<file path="config.mk">
export PLATFORM = sky130hd
export DESIGN_NAME = sa2_job_scheduler
export DESIGN_NICKNAME = d
export VERILOG_FILES = /design/src/rtl/sa2_job_scheduler.sv
export SDC_FILE = /design/constraint.sdc
export NUM_CORES = 1
export LEC_CHECK = 0
export BUFFER_PORTS_ARGS = -buffer_cell sky130_fd_sc_hd__buf_4
export CAP_MARGIN = 10
export CORE_AREA = 2 2 280 282
export DETAILED_ROUTE_END_ITERATION = 10
export DIE_AREA = 0 0 282 284
export SYNTH_ARGS = -nofsm -noshare
export SYNTH_HDL_FRONTEND = slang
export SYNTH_SLANG_ARGS = --single-unit
</file>
<file path="constraint.sdc">
create_clock -name clk -period 2.49 [get_ports clk]
set_input_delay 0 -clock clk [delete_from_list [all_inputs] [get_ports clk]]
set_output_delay 0 -clock clk [all_outputs]
set_load 0.01 [all_outputs]
</file>
<file path="src/rtl/sa2_job_scheduler.sv">
// Purpose: arbitrates two requesters onto one systolic_array_2_by_2 and sequences each job (latch, clear, run, respond).
// Latency: accept to rspN_valid is 31 cycles; one job per 32 cycles when the response is taken at once.
// Backpressure: reqN_ready only in IDLE for the round-robin winner; RESP holds c/err until rsp[grant_id]_ready.
//
// Ports:
//   clk, rst_n                  clock, async active-low reset
//   reqN_valid/ready/a/b        job request from requester N (a: 4x4 tile, b: 3x3 filter, row-major bytes)
//   rspN_valid/ready/c/err      2x2 result (c11..c22 bytes) and watchdog-abort flag back to requester N
//   sa_rst, sa_active           array reset (high) and run enable
//   sa_a, sa_b, sa_done, sa_c   array operands, completion strobe and result
//   busy, grant_id, jobs_done   status: not idle, owner of current job, completed-job count
//
// Build option: define SA_SCHED_WATCHDOG_EN to abort jobs that stay in RUN for WDOG_CYCLES.
module sa2_job_scheduler #(
  parameter int unsigned WDOG_CYCLES = 40
) (
  input  logic         clk,
  input  logic         rst_n,
  input  logic         req0_valid,
  output logic         req0_ready,
  input  logic [127:0] req0_a,
  input  logic [71:0]  req0_b,
  input  logic         req1_valid,
  output logic         req1_ready,
  input  logic [127:0] req1_a,
  input  logic [71:0]  req1_b,
  output logic         rsp0_valid,
  input  logic         rsp0_ready,
  output logic [31:0]  rsp0_c,
  output logic         rsp0_err,
  output logic         rsp1_valid,
  input  logic         rsp1_ready,
  output logic [31:0]  rsp1_c,
  output logic         rsp1_err,
  output logic         sa_rst,
  output logic         sa_active,
  output logic [127:0] sa_a,
  output logic [71:0]  sa_b,
  input  logic         sa_done,
  input  logic [31:0]  sa_c,
  output logic         busy,
  output logic         grant_id,
  output logic [15:0]  jobs_done
);

  if (WDOG_CYCLES < 30 || WDOG_CYCLES > 255) begin : g_wdog_range
    $error("WDOG_CYCLES must be within 30..255");
  end

  typedef enum logic [1:0] {
    IDLE = 2'd0,
    CLR  = 2'd1,
    RUN  = 2'd2,
    RESP = 2'd3
  } state_t;

  state_t state;
  logic   rr_ptr;    // requester that was not served last; wins a tie
  logic   win0;
  logic   win1;
  logic   rsp_take;

  // A lone requester always wins; on a tie the pointer decides.
  assign win0       = req0_valid && (!req1_valid || !rr_ptr);
  assign win1       = req1_valid && (!req0_valid ||  rr_ptr);
  assign req0_ready = (state == IDLE) && win0;
  assign req1_ready = (state == IDLE) && win1;
  assign rsp_take   = grant_id ? rsp1_ready : rsp0_ready;

`ifdef SA_SCHED_WATCHDOG_EN
  localparam logic [7:0] WDOG_LAST = 8'(WDOG_CYCLES - 1);

  logic [7:0] wdog_cnt;
  logic       wdog_hit;

  // The count is preloaded with 1 on leaving CLR, so it would reach
  // WDOG_CYCLES on the abort edge: the error response appears
  // WDOG_CYCLES+1 cycles after accept.
  assign wdog_hit = (wdog_cnt == WDOG_LAST);

  always_ff @(posedge clk or negedge rst_n) begin
    if (!rst_n) begin
      wdog_cnt <= '0;
      rsp0_err <= 1'b0;
      rsp1_err <= 1'b0;
    end else begin
      if (state == CLR) begin
        wdog_cnt <= 8'd1;
      end else if (state == RUN) begin
        wdog_cnt <= wdog_cnt + 8'd1;
        if (!sa_done && wdog_hit) begin
          if (grant_id) rsp1_err <= 1'b1;
          else          rsp0_err <= 1'b1;
        end
      end else if (state == RESP && rsp_take) begin
        rsp0_err <= 1'b0;
        rsp1_err <= 1'b0;
      end
    end
  end
`else
  assign rsp0_err = 1'b0;
  assign rsp1_err = 1'b0;
`endif

  always_ff @(posedge clk or negedge rst_n) begin
    if (!rst_n) begin
      state      <= IDLE;
      rr_ptr     <= 1'b0;
      sa_rst     <= 1'b1;   // array is held in reset together with this block
      sa_active  <= 1'b0;
      sa_a       <= '0;
      sa_b       <= '0;
      rsp0_valid <= 1'b0;
      rsp1_valid <= 1'b0;
      rsp0_c     <= '0;
      rsp1_c     <= '0;
      busy       <= 1'b0;
      grant_id   <= 1'b0;
      jobs_done  <= '0;
    end else begin
      sa_rst <= 1'b0;
      case (state)
        IDLE: begin
          if (req0_ready || req1_ready) begin
            sa_a     <= req1_ready ? req1_a : req0_a;
            sa_b     <= req1_ready ? req1_b : req0_b;
            grant_id <= req1_ready;
            // One-cycle clear so the accumulators never sum across jobs.
            sa_rst   <= 1'b1;
            busy     <= 1'b1;
            state    <= CLR;
          end
        end
        CLR: begin
          sa_active <= 1'b1;
          state     <= RUN;
        end
        RUN: begin
          if (sa_done) begin
            if (grant_id) begin
              rsp1_valid <= 1'b1;
              rsp1_c     <= sa_c;
            end else begin
              rsp0_valid <= 1'b1;
              rsp0_c     <= sa_c;
            end
            jobs_done <= jobs_done + 16'd1;
            rr_ptr    <= ~rr_ptr;
            sa_active <= 1'b0;
            state     <= RESP;
          end
`ifdef SA_SCHED_WATCHDOG_EN
          else if (wdog_hit) begin
            // Abort: c stays at its idle value of zero, array is cleared.
            if (grant_id) rsp1_valid <= 1'b1;
            else          rsp0_valid <= 1'b1;
            sa_rst    <= 1'b1;
            rr_ptr    <= ~rr_ptr;
            sa_active <= 1'b0;
            state     <= RESP;
          end
`endif
        end
        RESP: begin
          if (rsp_take) begin
            rsp0_valid <= 1'b0;
            rsp1_valid <= 1'b0;
            rsp0_c     <= '0;
            rsp1_c     <= '0;
            busy       <= 1'b0;
            state      <= IDLE;
          end
        end
        default: state <= IDLE;
      endcase
    end
  end

endmodule

</file>
Word-level counts from Yosys, hierarchy flattened --
Index checks and enable logic that the tools add are counted.
Storage, ports and cells: register bits 289, bits of input ports 439, output and inout bits 290, logic and storage cells 71
Cells by class: add/sub/neg operators 1, equality and inequality tests 8, mux-type cells 27, bitwise gates (word level) 1, reductions and logical operators 21
Operator list (number):
- $mux W32 | 5
- $mux W128 | 1
- $pmux W32 S2 | 2
- $mux W72 | 1
- $add A16 B1 Y16 const B | 1
- $mux W1 | 10
- $ne A2 B2 Y1 const B | 4
- $pmux W1 S2 | 4
- $pmux W2 S4 | 1
- $reduce_and A4 Y1 | 2
- $mux W2 | 3
- $reduce_and A2 Y1 | 3
- $reduce_and A3 Y1 | 2
- $reduce_bool A2 Y1 | 3
- $eq A2 B2 Y1 const B | 2
- $logic_and A1 B1 Y1 | 4
- $logic_not A1 Y1 | 3
- $logic_or A1 B1 Y1 | 3
- $eq A2 B1 Y1 const B | 1
- $logic_not A2 Y1 | 1
- $ne A2 B1 Y1 const B | 1
- $not A1 Y1 | 1

Logic depth before layout (Yosys ltp) --
depth in word-level cells 7, mapped depth 8, mapped depth without buffers 6

Worst setup path after synthesis --
Ideal clock, no wire load.
path kind register to register, start point reg state[0], end point reg rsp0_c[0], setup time 125 ps, arrival 1711 ps, data required time 2365 ps, setup slack 654 ps, cell stages (with the launch flop) 8, path buffers 1, clock period less this slack 1836 ps, cells stage by stage dfrtp_1 inv_1 ha_1 nand2_2 nor2_2 a22oi_4 buf_6 mux2_4
On the way: longest elaborated chain between the ends 3, elaborated cells on any way between the ends 8, those cells by class eq/ne: 5; mux: 1; reduce/logical: 2
Ends and longest elaborated chain:
- start, declared | RTL line 57 | state_t state;
- start signal, assigned | RTL line 108 | state <= IDLE;
- start signal, assigned | RTL line 132 | state <= CLR;
- start signal, assigned | RTL line 137 | state <= RUN;
- $eq A2 B2 Y1 | RTL line 123 | case (state)
- $ne A2 B2 Y1 (no source line) or $reduce_bool A2 Y1 (tied branches)
- $reduce_and A4 Y1 (no source line)
- end signal, assigned | RTL line 116 | rsp0_c <= '0;
- end signal, assigned | RTL line 146 | rsp0_c <= sa_c;
- end signal, assigned | RTL line 169 | rsp0_c <= '0;
- end, declared | RTL line 29 | output logic [31:0] rsp0_c,
Several ways; a longest one is shown, not always the timed one. A chain may end at the register's enable or synchronous reset.

Worst setup path in the final report --
start point reg grant_id, end point reg rsp1_c[8]
On the way: longest elaborated chain between the ends 3, elaborated cells on any way between the ends 4, those cells by class eq/ne: 2; mux: 1; reduce/logical: 1
Ends and longest elaborated chain:
- start, declared | RTL line 42 | output logic grant_id,
- start signal, assigned | RTL line 128 | grant_id <= req1_ready;
- $mux W1 | RTL line 68 | assign rsp_take = grant_id ? rsp1_ready : rsp0_ready;
- $ne A2 B2 Y1 (no source line)
- $reduce_and A4 Y1 (no source line) (*)
- end signal, assigned | RTL line 117 | rsp1_c <= '0;
- end signal, assigned | RTL line 143 | rsp1_c <= sa_c;
- end signal, assigned | RTL line 170 | rsp1_c <= '0;
- end, declared | RTL line 33 | output logic [31:0] rsp1_c,
Mark *: on every way between the ends. The rest lies on a longest branch, timed or not.

==> flow_summary_export.csv <==
group,metric,value,unit
cells_and_area,drive_above_1_share,0.390,
detailed_routing,avgViaCountPerCell,3.94,
timing,relSlewSlack,0.391,
worst_setup_path,worst-endpoint-arrival,2830,ps
cts,clkSinkCount,289,
yosys,synth_sequential_area_ratio,0.551,
pwr,power.density_cell_area,1020,nW/um^2
timing,post-route-period-util,0.966,
pwr,power.ir.vdd_worst,0.000582,V
place,placedInstanceArea,20100,sq um
cts,clk_path_buf_depth,3,
yosys,synth_unique_cells,39,
timing,setup_viol,0,
yosys,synthCells,1148,
yosys,synth-seq-cells,289,
cts,cts_htree_levels,2,
cts,tritoncts,"done",
timing,clock-skew-final,11.9,ps
grt,grt_pass1_wl,81200,um
detailed_routing,routedWlPerCell,16.4,um
yosys,yosys_most_used_dff,"dfrtp_1",
grt,grt.total_usage,0.128,
grt,first_global_vias,14330,
timing,finalWorstPathRequiredPeriod,2410,ps
timing,maxSlewViolCount,0,
worst_setup_path,rr_endpoint,"rsp1_c[8]",
yosys,syn-mean-instance-area,11.4,sq um
timing,timing.fmax,416,MHz
cells_and_area,postLayoutCellArea,25700,sq um
worst_setup_path,endpoint,"rsp1_c[8]",
yosys,area_of_the_mapped_netlist,13100,sq um
detailed_routing,drtPass1Iterations,6,
cts,insertion_delay,530,ps
worst_setup_path,setup.worst_path.start_class,"flip-flop",
worst_setup_path,setup.worst_path.class,"flip-flop to flip-flop",
floorplanning,core_region_area,77000,sq um
worst_setup_path,startpoint,"grant_id",
floorplanning,placement_rows,102,
floorplanning,die_h,284,um
cts,numCtsBuffers,35,
cts,clkTransAtPathRegs,60,ps
cells_and_area,layout_commonest_cell,"buf_4",
timing,hold_viol_final,0,
cells_and_area,final-instance-count-excl-fill,3396,
place,post-place-cells,2892,
timing,worst_slack,85.0,ps
worst_setup_path,worst_setup_path_end_kind,"flip-flop",
yosys,synth_edf_count,0,
timing,setup_tns,0,ps
pwr,total_leakage_power,13.5,nW
place,place.detailed.hpwl,36100,um
detailed_routing,drc,0,
cells_and_area,syn2layout_area_growth,96.1,%
place,buffer_ports.inserted,726,
timing,timing_worst_slew_pin_value,909,ps
floorplanning,start_util,0.171,
job,max-cap-violations,0,
detailed_routing,drt_wl_total,55600,um
cells_and_area,nets,2774,
place,finalWeightedCongestion,0.834,
yosys,postSynth.asyncResetShare,1.00,
pwr,total_power,26.3,mW
cells_and_area,layout.cells.most_common_list,"buf_4, dlygate4sd3_1, dfrtp_1",
worst_setup_path,reg2reg_depth,6,
worst_setup_path,worst_ep_required_time,2910,ps
timing,rsz0062_at_grt,"no",
floorplanning,die-area,80100,sq um
grt,grt_overflow_total,0,
run_status,run_status,"complete, no violations",
floorplanning,ios,729,
place,place_worst_setup_slack,504,ps
hold_path,hold_path.class,"primary input to asynchronous set/reset pin",
grt,grt_antenna_before_repair,6,
detailed_routing,final_antenna_net_count,0,
yosys,yosys_warning_count,0,
detailed_routing,dr.first_iter.drc_count,402,
worst_setup_path,r2r-start,"grant_id",
floorplanning,floorplan.die.width,282,um
worst_setup_path,crit_path_max_fanout,23,
worst_setup_path,r2r_setup_slack,80,ps
cts,cts.root.buffer_cell,"clkbuf_16",
detailed_routing,total_number_of_vias,13382,
grt,grt_max_degree,95,
==> cell families (layout without fill, tap and decap cells) <==
family	after synthesis	count (layout)	synth area share
flops	289	289	0.551
compound gates	215	215	0.0868
mux	267	267	0.227
xor+xnor	16	16	0.0107
buf+inv	89	1294	0.0329
simple gates	266	266	0.0869
other cells	1	4	0.000286
fa+ha+maj	5	5	0.00477
==> worst max-delay path, cell delays in order (launching register included) <==
cell and delay, ps:
dfrtp_2 450, mux2i_2 270, dlygate4sd3_1 680, o21ai_2 110
a22oi_4 160, buf_12 240, mux2_2 350
==> final cells by class <==
type | count | area [sq um]
sequential | 289 | 7230
clock inverter | 5 | 56.3
fill | 7632 | 51200
tap | 1040 | 1300
timing repair buffer | 1222 | 10500
inverter | 11 | 41.3
antenna | 2 | 5.00
clock buffer | 56 | 1060
multi-input combinational | 771 | 5490
==> synthesized netlist by cell type (6+ instances only) <==
library cell / number / share of area
mux2i_1: 200 / 0.15
mux2_4: 58 / 0.066
buf_2: 33 / 0.013
o21ai_0: 166 / 0.063
clkbuf_1: 32 / 0.0091
mux2_2: 8 / 0.0069
buf_6: 6 / 0.0051
o21ai_1: 36 / 0.014
nor2b_1: 32 / 0.015
inv_1: 11 / 0.0031
nor2_1: 7 / 0.0020
xnor2_1: 11 / 0.0073
dfrtp_1: 288 / 0.55
nand2_1: 206 / 0.059
==> how the worst min path moves through the flow <==
stage | slack (ps) | from | endpoint
6_report | 30 | rst_n | rsp0_c[11]
4_1_cts | 20 | rst_n | rsp1_c[18]
5_1_grt | 40 | sa_c[8] | rsp1_c[8]
2_1_floorplan | -300 | rst_n | busy
3_3_place_gp | 10 | rst_n | rsp0_c[23]
3_5_place_dp | 20 | rst_n | rsp1_c[18]
==> timing repair <==
action | 4_1_cts | 5_1_grt
hold buffers | 436 | 0
buffers inserted | 0 | 1
setup endpoints to repair | 0 | 129
endpoints found under the hold margin | 557 | 0
gates resized for setup | 0 | 4
==> registers in the layout, indices dropped and copies added (netlist names) <==
register    count
sa_a          128
sa_b           72
rsp0_c         32
rsp1_c         32
jobs_done      16
state           2
busy            1
grant_id        1
rr_ptr          1
rsp0_valid      1
rsp1_valid      1
sa_active       1
sa_rst          1
==> through the flow <==
step	hold WS (ps)	util
2_1_floorplan	-296	-
3_3_place_gp	14.8	0.261
3_5_place_dp	15.4	0.261
4_1_cts	19.0	0.333
5_1_grt	41.3	0.334
6_report	33.9	0.334
==> power by group <==
| group | leakage, nW | switching (mW) | internal [mW] |
|---|---|---|---|
| sequential | 3.58 | 1.43 | 6.91 |
| clock | 0.549 | 2.07 | 3.02 |
| combinational | 9.36 | 6.01 | 6.86 |
==> per-layer routing <==
layer | vias to the layer above | global-route usage | part of all wire
li1 | 6309 | - | -
met1 | 6337 | 0.137 | 0.38
met2 | 580 | 0.226 | 0.49
met3 | 148 | 0.0428 | 0.087
met4 | 8 | 0.0594 | 0.044
met5 | - | 0 | 0.00079
(Power assumes the default switching activity.)
